===== src/rtl/ir_cmd_dispatcher.sv =====
// IR key-code to camera-command dispatcher: key map, duplicate hold-off,
// one-cycle stage register and a 4-entry command FIFO with overflow counting.
module ir_cmd_dispatcher #(
    parameter int unsigned HOLDOFF_CYC = 10_000_000
) (
    input  logic       clk,
    input  logic       rst,
    input  logic [7:0] key_code,
    input  logic       key_valid,
    output logic [3:0] cmd,
    output logic       cmd_valid,
    input  logic       cmd_ready,
    output logic       fifo_full,
    output logic [7:0] drop_cnt
);

    typedef enum logic {HIdle, HActive} hold_state_e;

    localparam logic [23:0] HoldReload = 24'(HOLDOFF_CYC - 1);

    hold_state_e state_q, state_d;
    logic [23:0] hold_cnt_q, hold_cnt_d;
    logic [7:0]  last_key_q, last_key_d;
    logic        st_valid_q, st_valid_d;
    logic [3:0]  st_cmd_q, st_cmd_d;

    logic [3:0]  mem_q [4];
    logic [3:0]  mem_d [4];
    logic [1:0]  wr_ptr_q, wr_ptr_d;
    logic [1:0]  rd_ptr_q, rd_ptr_d;
    logic [2:0]  count_q, count_d;
    logic [7:0]  drop_cnt_q, drop_cnt_d;

    logic [3:0]  map_cmd;
    logic        key_mapped;
    logic        accept;
    logic        full;
    logic        push;
    logic        pop;
    logic        overflow;

    always_comb begin
        map_cmd = 4'd0;
        case (key_code)
            8'h12:   map_cmd = 4'd1;
            8'h1A:   map_cmd = 4'd2;
            8'h1E:   map_cmd = 4'd3;
            8'h10:   map_cmd = 4'd4;
            8'h11:   map_cmd = 4'd5;
            8'h0C:   map_cmd = 4'd6;
            8'h0D:   map_cmd = 4'd7;
            default: map_cmd = 4'd0;
        endcase
    end

    assign key_mapped = key_valid && (map_cmd != 4'd0);

    // A repeat seen while hold_cnt is already 0 lands on the window's last edge
    // and counts as outside the window.
    always_comb begin
        state_d    = state_q;
        hold_cnt_d = hold_cnt_q;
        last_key_d = last_key_q;
        accept     = 1'b0;
        case (state_q)
            HIdle:   accept = key_mapped;
            HActive: accept = key_mapped && ((key_code != last_key_q) || (hold_cnt_q == 24'd0));
            default: accept = 1'b0;
        endcase
        if (accept) begin
            state_d    = HActive;
            last_key_d = key_code;
            hold_cnt_d = HoldReload;
        end else if (state_q == HActive) begin
            if (hold_cnt_q == 24'd0) begin
                state_d = HIdle;
            end else begin
                hold_cnt_d = hold_cnt_q - 24'd1;
            end
        end
        st_valid_d = accept;
        st_cmd_d   = accept ? map_cmd : 4'd0;
    end

    assign full      = (count_q == 3'd4);
    assign cmd_valid = (count_q != 3'd0);
    assign pop       = cmd_valid && cmd_ready;
    assign push      = st_valid_q && (!full || pop);
    assign overflow  = st_valid_q && full && !pop;

    always_comb begin
        mem_d      = mem_q;
        wr_ptr_d   = wr_ptr_q;
        rd_ptr_d   = rd_ptr_q;
        count_d    = count_q;
        drop_cnt_d = drop_cnt_q;
        if (push) begin
            mem_d[wr_ptr_q] = st_cmd_q;
            wr_ptr_d        = wr_ptr_q + 2'd1;
        end
        if (pop) begin
            rd_ptr_d = rd_ptr_q + 2'd1;
        end
        case ({push, pop})
            2'b10:   count_d = count_q + 3'd1;
            2'b01:   count_d = count_q - 3'd1;
            default: count_d = count_q;
        endcase
        if (overflow && (drop_cnt_q != 8'hFF)) begin
            drop_cnt_d = drop_cnt_q + 8'd1;
        end
    end

    always_ff @(posedge clk) begin
        if (rst) begin
            state_q    <= HIdle;
            hold_cnt_q <= 24'd0;
            last_key_q <= 8'd0;
            st_valid_q <= 1'b0;
            st_cmd_q   <= 4'd0;
            mem_q      <= '{default: 4'd0};
            wr_ptr_q   <= 2'd0;
            rd_ptr_q   <= 2'd0;
            count_q    <= 3'd0;
            drop_cnt_q <= 8'd0;
        end else begin
            state_q    <= state_d;
            hold_cnt_q <= hold_cnt_d;
            last_key_q <= last_key_d;
            st_valid_q <= st_valid_d;
            st_cmd_q   <= st_cmd_d;
            mem_q      <= mem_d;
            wr_ptr_q   <= wr_ptr_d;
            rd_ptr_q   <= rd_ptr_d;
            count_q    <= count_d;
            drop_cnt_q <= drop_cnt_d;
        end
    end

    assign cmd       = cmd_valid ? mem_q[rd_ptr_q] : 4'd0;
    assign fifo_full = full;
    assign drop_cnt  = drop_cnt_q;

endmodule


===== config.mk =====
export PLATFORM = sky130hd
export DESIGN_NAME = ir_cmd_dispatcher
export DESIGN_NICKNAME = d
export VERILOG_FILES = /design/src/rtl/ir_cmd_dispatcher.sv
export SDC_FILE = /design/constraint.sdc
export NUM_CORES = 1
export LEC_CHECK = 0
export CAP_MARGIN = 20
export CORE_MARGIN = 3
export CORE_UTILIZATION = 30
export CTS_CLUSTER_DIAMETER = 120
export CTS_CLUSTER_SIZE = 16
export DETAILED_ROUTE_END_ITERATION = 12
export HOLD_SLACK_MARGIN = 0.05
export SLEW_MARGIN = 10
export SYNTH_ARGS = -nofsm -noshare
export SYNTH_HDL_FRONTEND = slang
export SYNTH_SLANG_ARGS = --single-unit
export TNS_END_PERCENT = 20

===== constraint.sdc =====
create_clock -name clk -period 2.4 [get_ports clk]
set_input_delay 0.36 -clock clk [delete_from_list [all_inputs] [get_ports clk]]
set_output_delay 0.36 -clock clk [all_outputs]
set_load 0.01 [all_outputs]

==> metrics.txt, run 1 <==
pwr dens between 500 and 600 mW/mm2; antenna cells 0; most frequent cell after synthesis dfxtp_1; dpl cells just over 500; Buf+Inv Stages, Crit Path 1; crit path kind register to register; crit path time final between 2 and 2.5 ns; hold slack roughly 0.36 ns; YS warnings 0; Clock transition at path regs about 0.070 ns; Slew Viols, Final 0; Core Region around 0.01 mm2; post-synthesis mux area share 0.0821; worst slew pin tran 0.718 ns; Max-Cap Viols 0; drt pass-1 iters 5; Num CTS Buffers 9; crit share post-route 0.982; unrepaired setup endpoints after global routing yes; Avg Cell Area, Syn a little over 9 um2; post-synthesis sequential area ratio 0.406; non-filler cells, final roughly 530; final core occ 0.396; nets between 400 and 500; Req. time, crit path 2.66 ns; Critical Path, Cell by Cell or4_4, or4_4, o21a_1, a31oi_4, buf_12, mux2i_1; flops & latches, synth 64; crit end category register; Fmax between 0.4 and 0.5 GHz; Post-synth EDFFs 0; largest net degree at the start of global routing between 40 and 50; gr usage total 0.128; crit-path max cell delay roughly 0.58 ns; IO buf count 24; clk_lat worst skew about 0.34 ns; CP Max Fanout 10; crit-path leading delay family simple AND/OR/NAND/NOR gates; CTS tree yes; CP arrival around 2.6 ns; Compound-Gate Fraction of Synth Area 0.146; Synth area leaders dfxtp_1, mux2i_1, nor2_1, xor2_1, ha_1; total wire length ~7000 um; clock root cell clkbuf_8; VDD IR max roughly 310 uV; Levels on crit path 6; Setup crit start kind register; Rel. slew slack 0.519; Final Skew slightly above 0.008 ns; post-synthesis xor/xnor area fraction 0.0583; min-delay worst type input port to register; die footprint 0.0118 mm2; CTS max path bufs 2; WHS Path Cells 2; Detail Route Antenna Nets 0; Worst path most repeated cell or4_4; total clock sinks 64; Synth Area in Adders 0.0381; FFs w/ async S/R, synth 0; synthesized instance count roughly 350; Starting DRT DRC Count between 100 and 150; # rows 36; post-synth top area cell dfxtp_1; die height between 100 and 150 um; Die X ~110 um; Leakage between 1.5 and 2 nW; H-tree levels 3; DRC Markers 0; post-synth cell types 48; largest family of logic cells by synthesized area simple AND/OR/NAND/NOR gates; Worst R2R Path Depth 6; Synth top area share 0.406; final setup vio count 0; synthesized cell area roughly 0.0032 mm2; vias in the first global route 2605; vias per cell 5.05; simple-gate share of the synthesized area 0.226; initial antenna violation count 0; layout cells sized above 1 0.155; synthesis-to-finish area growth 25.5%; Placer Congestion a little under 0.9; I/O pins 26; Synth top cells by count dfxtp_1, nor2_1, nand2_1; Via Count 2661; gr ovfl total 0; Final HPWL DP roughly 5000 um; first-pass GRT wire length 12100 um; status completed; # hold bufs at CTS 0; Initial Util 0.315; net count after synthesis approximately 370; Slowest-stage cell, CP or4_4; Hold Vio Cnt, Final 0; routed len/inst 13.2 um; ys flop type dfxtp_1
## path summary, 6_finish.rpt
path	startpoint	slack [ns]	endpoint
worst min register to register	last_key_q[2]	0.47	last_key_q[2]
worst max register to register	hold_cnt_q[2]	0.04	last_key_q[4]
worst min-delay path	rst	0.36	drop_cnt[0]
worst max-delay path	hold_cnt_q[2]	0.04	last_key_q[4]
## cell usage in the layout, fill, tap and decap left out, drive strengths merged, types with 2 or more instances in the layout
master	synthesis	routed
clkdlybuf4s50	0	23
nand2	23	23
nor4b	2	2
buf	8	26
nor2	35	35
xor2	14	14
a211oi	13	13
o221ai	3	3
a21oi	7	7
nand2b	2	2
mux2i	18	18
and2	4	4
and3	4	4
clkbuf	9	10
inv	12	12
or4	14	14
o31ai	9	9
nand4	5	5
or3	16	16
mux4	3	3
a31oi	12	12
o211ai	5	5
ha	8	8
xnor2	7	7
dfxtp	64	64
o21ai	14	14
nand3	4	4
or2	4	4
clkinvlp	0	2
bufinv	0	3
nor4	7	7
nor3	9	9
## where the power goes
group          internal [mW]  switching, mW  leakage, nW
combinational         0.0631         0.0816        0.911
sequential              1.07        0.00589        0.518
clock                  0.712          0.415        0.115
total                   1.84          0.502         1.54
## registers in the layout, summed over array words and instances (netlist names), 2 cells and up
name	cells
wr_ptr_q	2
count_q	3
st_cmd_q	3
last_key_q	8
rd_ptr_q	2
mem_q	12
hold_cnt_q	24
drop_cnt	8
## cell families (layout without fill, tap and decap cells)
group / count (synthesis) / after routing
muxes: 22 / 22
DFF: 64 / 64
other: 1 / 1
buffers and inverters: 29 / 76
adders and majority gates: 9 / 9
AOI/OAI and AO/OA: 67 / 67
xor gates and xnor gates: 21 / 21
and+or+nand+nor: 134 / 134
## repair_timing
| item | CTS | global route |
|---|---|---|
| gates resized for setup | 0 | 6 |
| buffers inserted | 0 | 1 |
| setup endpoints to repair | 0 | 15 |
## through the flow
step / TNS (ns) / total power, mW / setup WS [ns] / cell area [um2]
after floorplan: -0.0759 / 1.18 / -0.00798 / 3170
after global placement: -0.101 / 1.24 / -0.101 / 3680
after detailed placement: -0.341 / 1.24 / -0.322 / 3680
after CTS: 0 / 2.38 / 0.00111 / 3920
after global routing: -0.00922 / 2.44 / -0.00647 / 3960
final: 0 / 2.34 / 0.0424 / 3960
## routing by layer
layer / GRT usage / wire, um
met2: 0.205 / 3260
met1: 0.162 / 3270
met4: 0.0613 / 130
met3: 0.0316 / 283
met5: 0 / 0
## final cells by class
| class | count | area, um2 |
|---|---|---|
| Fill cell | 1007 | 6040 |
| Multi-Input combinational cell | 254 | 1770 |
| Sequential cell | 64 | 1290 |
| Timing Repair Buffer | 49 | 448 |
| Tap cell | 133 | 166 |
| Clock buffer | 10 | 138 |
| Clock inverter | 5 | 105 |
| Inverter | 12 | 45.0 |
Note: power is estimated with default switching activity, not from simulation.
==> run 2, diff against run 1 <==
--- a/config.mk
+++ b/config.mk
@@ -6,12 +6,15 @@
 export NUM_CORES = 1
 export LEC_CHECK = 0
 export CAP_MARGIN = 20
+export CELL_PAD_IN_SITES_DETAIL_PLACEMENT = 1
+export CELL_PAD_IN_SITES_GLOBAL_PLACEMENT = 1
 export CORE_MARGIN = 3
 export CORE_UTILIZATION = 30
 export CTS_CLUSTER_DIAMETER = 120
 export CTS_CLUSTER_SIZE = 16
 export DETAILED_ROUTE_END_ITERATION = 12
 export HOLD_SLACK_MARGIN = 0.05
+export PLACE_DENSITY = 0.68
 export SLEW_MARGIN = 10
 export SYNTH_ARGS = -nofsm -noshare
 export SYNTH_HDL_FRONTEND = slang
==> run 2 against run 1 <==
  * Fmax is 1.2% higher
  * Count of clock-buffer cells in the layout fell by 1
  * Clock power is 28% lower
  * Routed wire length is 15% higher
  * Worst hold slack gained 0.12 ns
  * Sequential share of layout area rose by 0.47 points
  * Final cell count is 0.95% higher
  * Global-route usage grew 1.6 points
  * Sequential power about the same
  * Die area unchanged
==> metrics.txt, run 2 (synthesis gave the netlist of run 1 again) <==
Die X 109 um (unchanged); Top Registers hold_cnt_q x24, mem_q x12; CP Launch Point hold_cnt_q[7]; Hold Vio Cnt, Final 0 (unchanged); routed len/inst 15.0 um (+14%); CP arrival 2.60 ns (-0.02 ns); non-filler cells, final 532 (+0.95%); R2R Path Start hold_cnt_q[7]; I/O pins 26 (unchanged); die height 109 um (unchanged); drt pass-1 iters 4 (-1); # hold bufs at CTS 0 (unchanged); CTS tree yes; final setup vio count 0 (unchanged); max FFs per register 24 (unchanged); pwr dens 523 mW/mm2 (-12%); CP Max Fanout 15 (+5); Fmax 0.429 GHz (+1.2%); IO buf count 24 (unchanged); CTS max path bufs 2 (unchanged); status completed; nets 415 (+0.97%); crit share post-route 0.971 (-0.0115); crit end category register; Clock transition at path regs 0.07 ns (about the same); largest register by flop count hold_cnt_q; WHS Path Cells 2 (unchanged); first-pass GRT wire length 13500 um (+11%); R2R Setup Slk 0.07 ns (+0.03 ns); hold_sp last_key_q[0]; DRC Markers 0 (unchanged); worst slew pin tran 0.763 ns (+0.0446 ns); # rows 36 (unchanged); hold slack 0.477 ns (+0.119 ns); commonest non-fill, non-tap cell in the layout dfxtp_1; H-tree levels 3 (unchanged); Slew Viols, Final 0 (unchanged); Initial Util 0.315 (unchanged); vias in the first global route 2758 (+5.9%); Num CTS Buffers 9 (unchanged); crit path kind register to register; met3 wire length 190 um (-33%); total wire length 7990 um (+15%); Max Used Layer met4; Max-Cap Viols 0 (unchanged); Min-Delay Endpoint last_key_q[0]; Via Count 2739 (+2.9%); antenna cells 0 (unchanged); M1 WL 3900 um (+19%); Req. time, crit path 2.67 ns (about the same); gr ovfl total 0 (unchanged); Leakage 1.52 nW (-1.2%); crit path time final 2.33 ns (-0.0277 ns); Rel. slew slack 0.489 (-0.0299); Final HPWL DP 5900 um (+19%); setup ws final 0.0701 ns (+0.0277 ns); vias per cell 5.15 (+2.0%); Final Skew 0.0117 ns (+0.00348 ns); Placement Setup Slack -0.146 ns (+0.176 ns); min-delay worst type register to register; unrepaired setup endpoints after global routing yes; most frequent cells in the layout dfxtp_1, nor2_1, buf_4; largest net degree at the start of global routing 35 (-26%); RR Endpoint last_key_q[2]; synthesis-to-finish area growth 23.7%; Starting DRT DRC Count 90 (-29%); total clock sinks 64 (unchanged); Setup crit start kind register; gr usage total 0.145 (+0.0164); Placer Congestion 0.740 (-16%); dpl cells 515 (+0.78%); WL met2 3770 um (+16%); Worst R2R Path Depth 6 (unchanged); VDD IR max 230 uV (-26%); Core Region 0.0100 mm2 (unchanged); total power 2.04 mW (-13%); clock root cell clkbuf_8; initial antenna violation count 0 (unchanged); layout cells sized above 1 0.163 (+0.00808); die footprint 0.0118 mm2 (unchanged); clk_lat worst skew 0.34 ns (about the same); Detail Route Antenna Nets 0 (unchanged)
==> run 2: how the worst max path moves through the flow <==
stage,end,slack [ns],cells past startpoint
floorplan,hold_cnt_q[11],-0.008,9
global placement,count_q[2],-0.09,10
detailed placement,count_q[2],-0.15,10
CTS,hold_cnt_q[16],0.01,6
global route,hold_cnt_q[22],-0.05,6
finish,last_key_q[2],0.07,6
==> run 2: stage by stage <==
step	utilization	setup TNS, ns	instance area (um2)
2_1_floorplan	-	-0.0759	3170
3_3_place_gp	0.370	-0.0939	3700
3_5_place_dp	0.370	-0.208	3700
4_1_cts	0.388	0	3880
5_1_grt	0.390	-0.164	3900
6_report	0.390	0	3900
==> run 2: area by class of cell <==
type	count	area, um2
repair buffers	53	469
clock buffers	9	124
inverters	12	45.0
fillers	1205	6100
multi-input cells	254	1760
well taps	133	166
flip-flops and latches	64	1290
clock inverters	7	48.8
==> run 2: repair_timing <==
action / in CTS / in global routing
endpoints found under the hold margin: 0 / 0
resized for setup: 2 / 4
pin swaps: 2 / 6
setup endpoints to repair: 7 / 19
setup buffers: 1 / 1
==> run 2: report_power, final <==
group	total [mW]	switching, mW	internal, mW
registers	1.07	0.00578	1.07
clock network	0.819	0.445	0.374
logic	0.149	0.0853	0.0635
total	2.04	0.536	1.50
==> run 2: critical path, stage by stage, from the launching register on <==
cell,delay [ns]
dfxtp_2,0.32
or4_4,0.57
or4_4,0.56
o21a_1,0.24
a31oi_4,0.19
buf_12,0.18
mux2i_1,0.19
==> run 2: per-layer routing <==
metal	GRT usage	up-vias
met5	0	-
met1	0.190	1335
met2	0.231	26
met4	0.0487	0
met3	0.0376	8
li1	-	1370
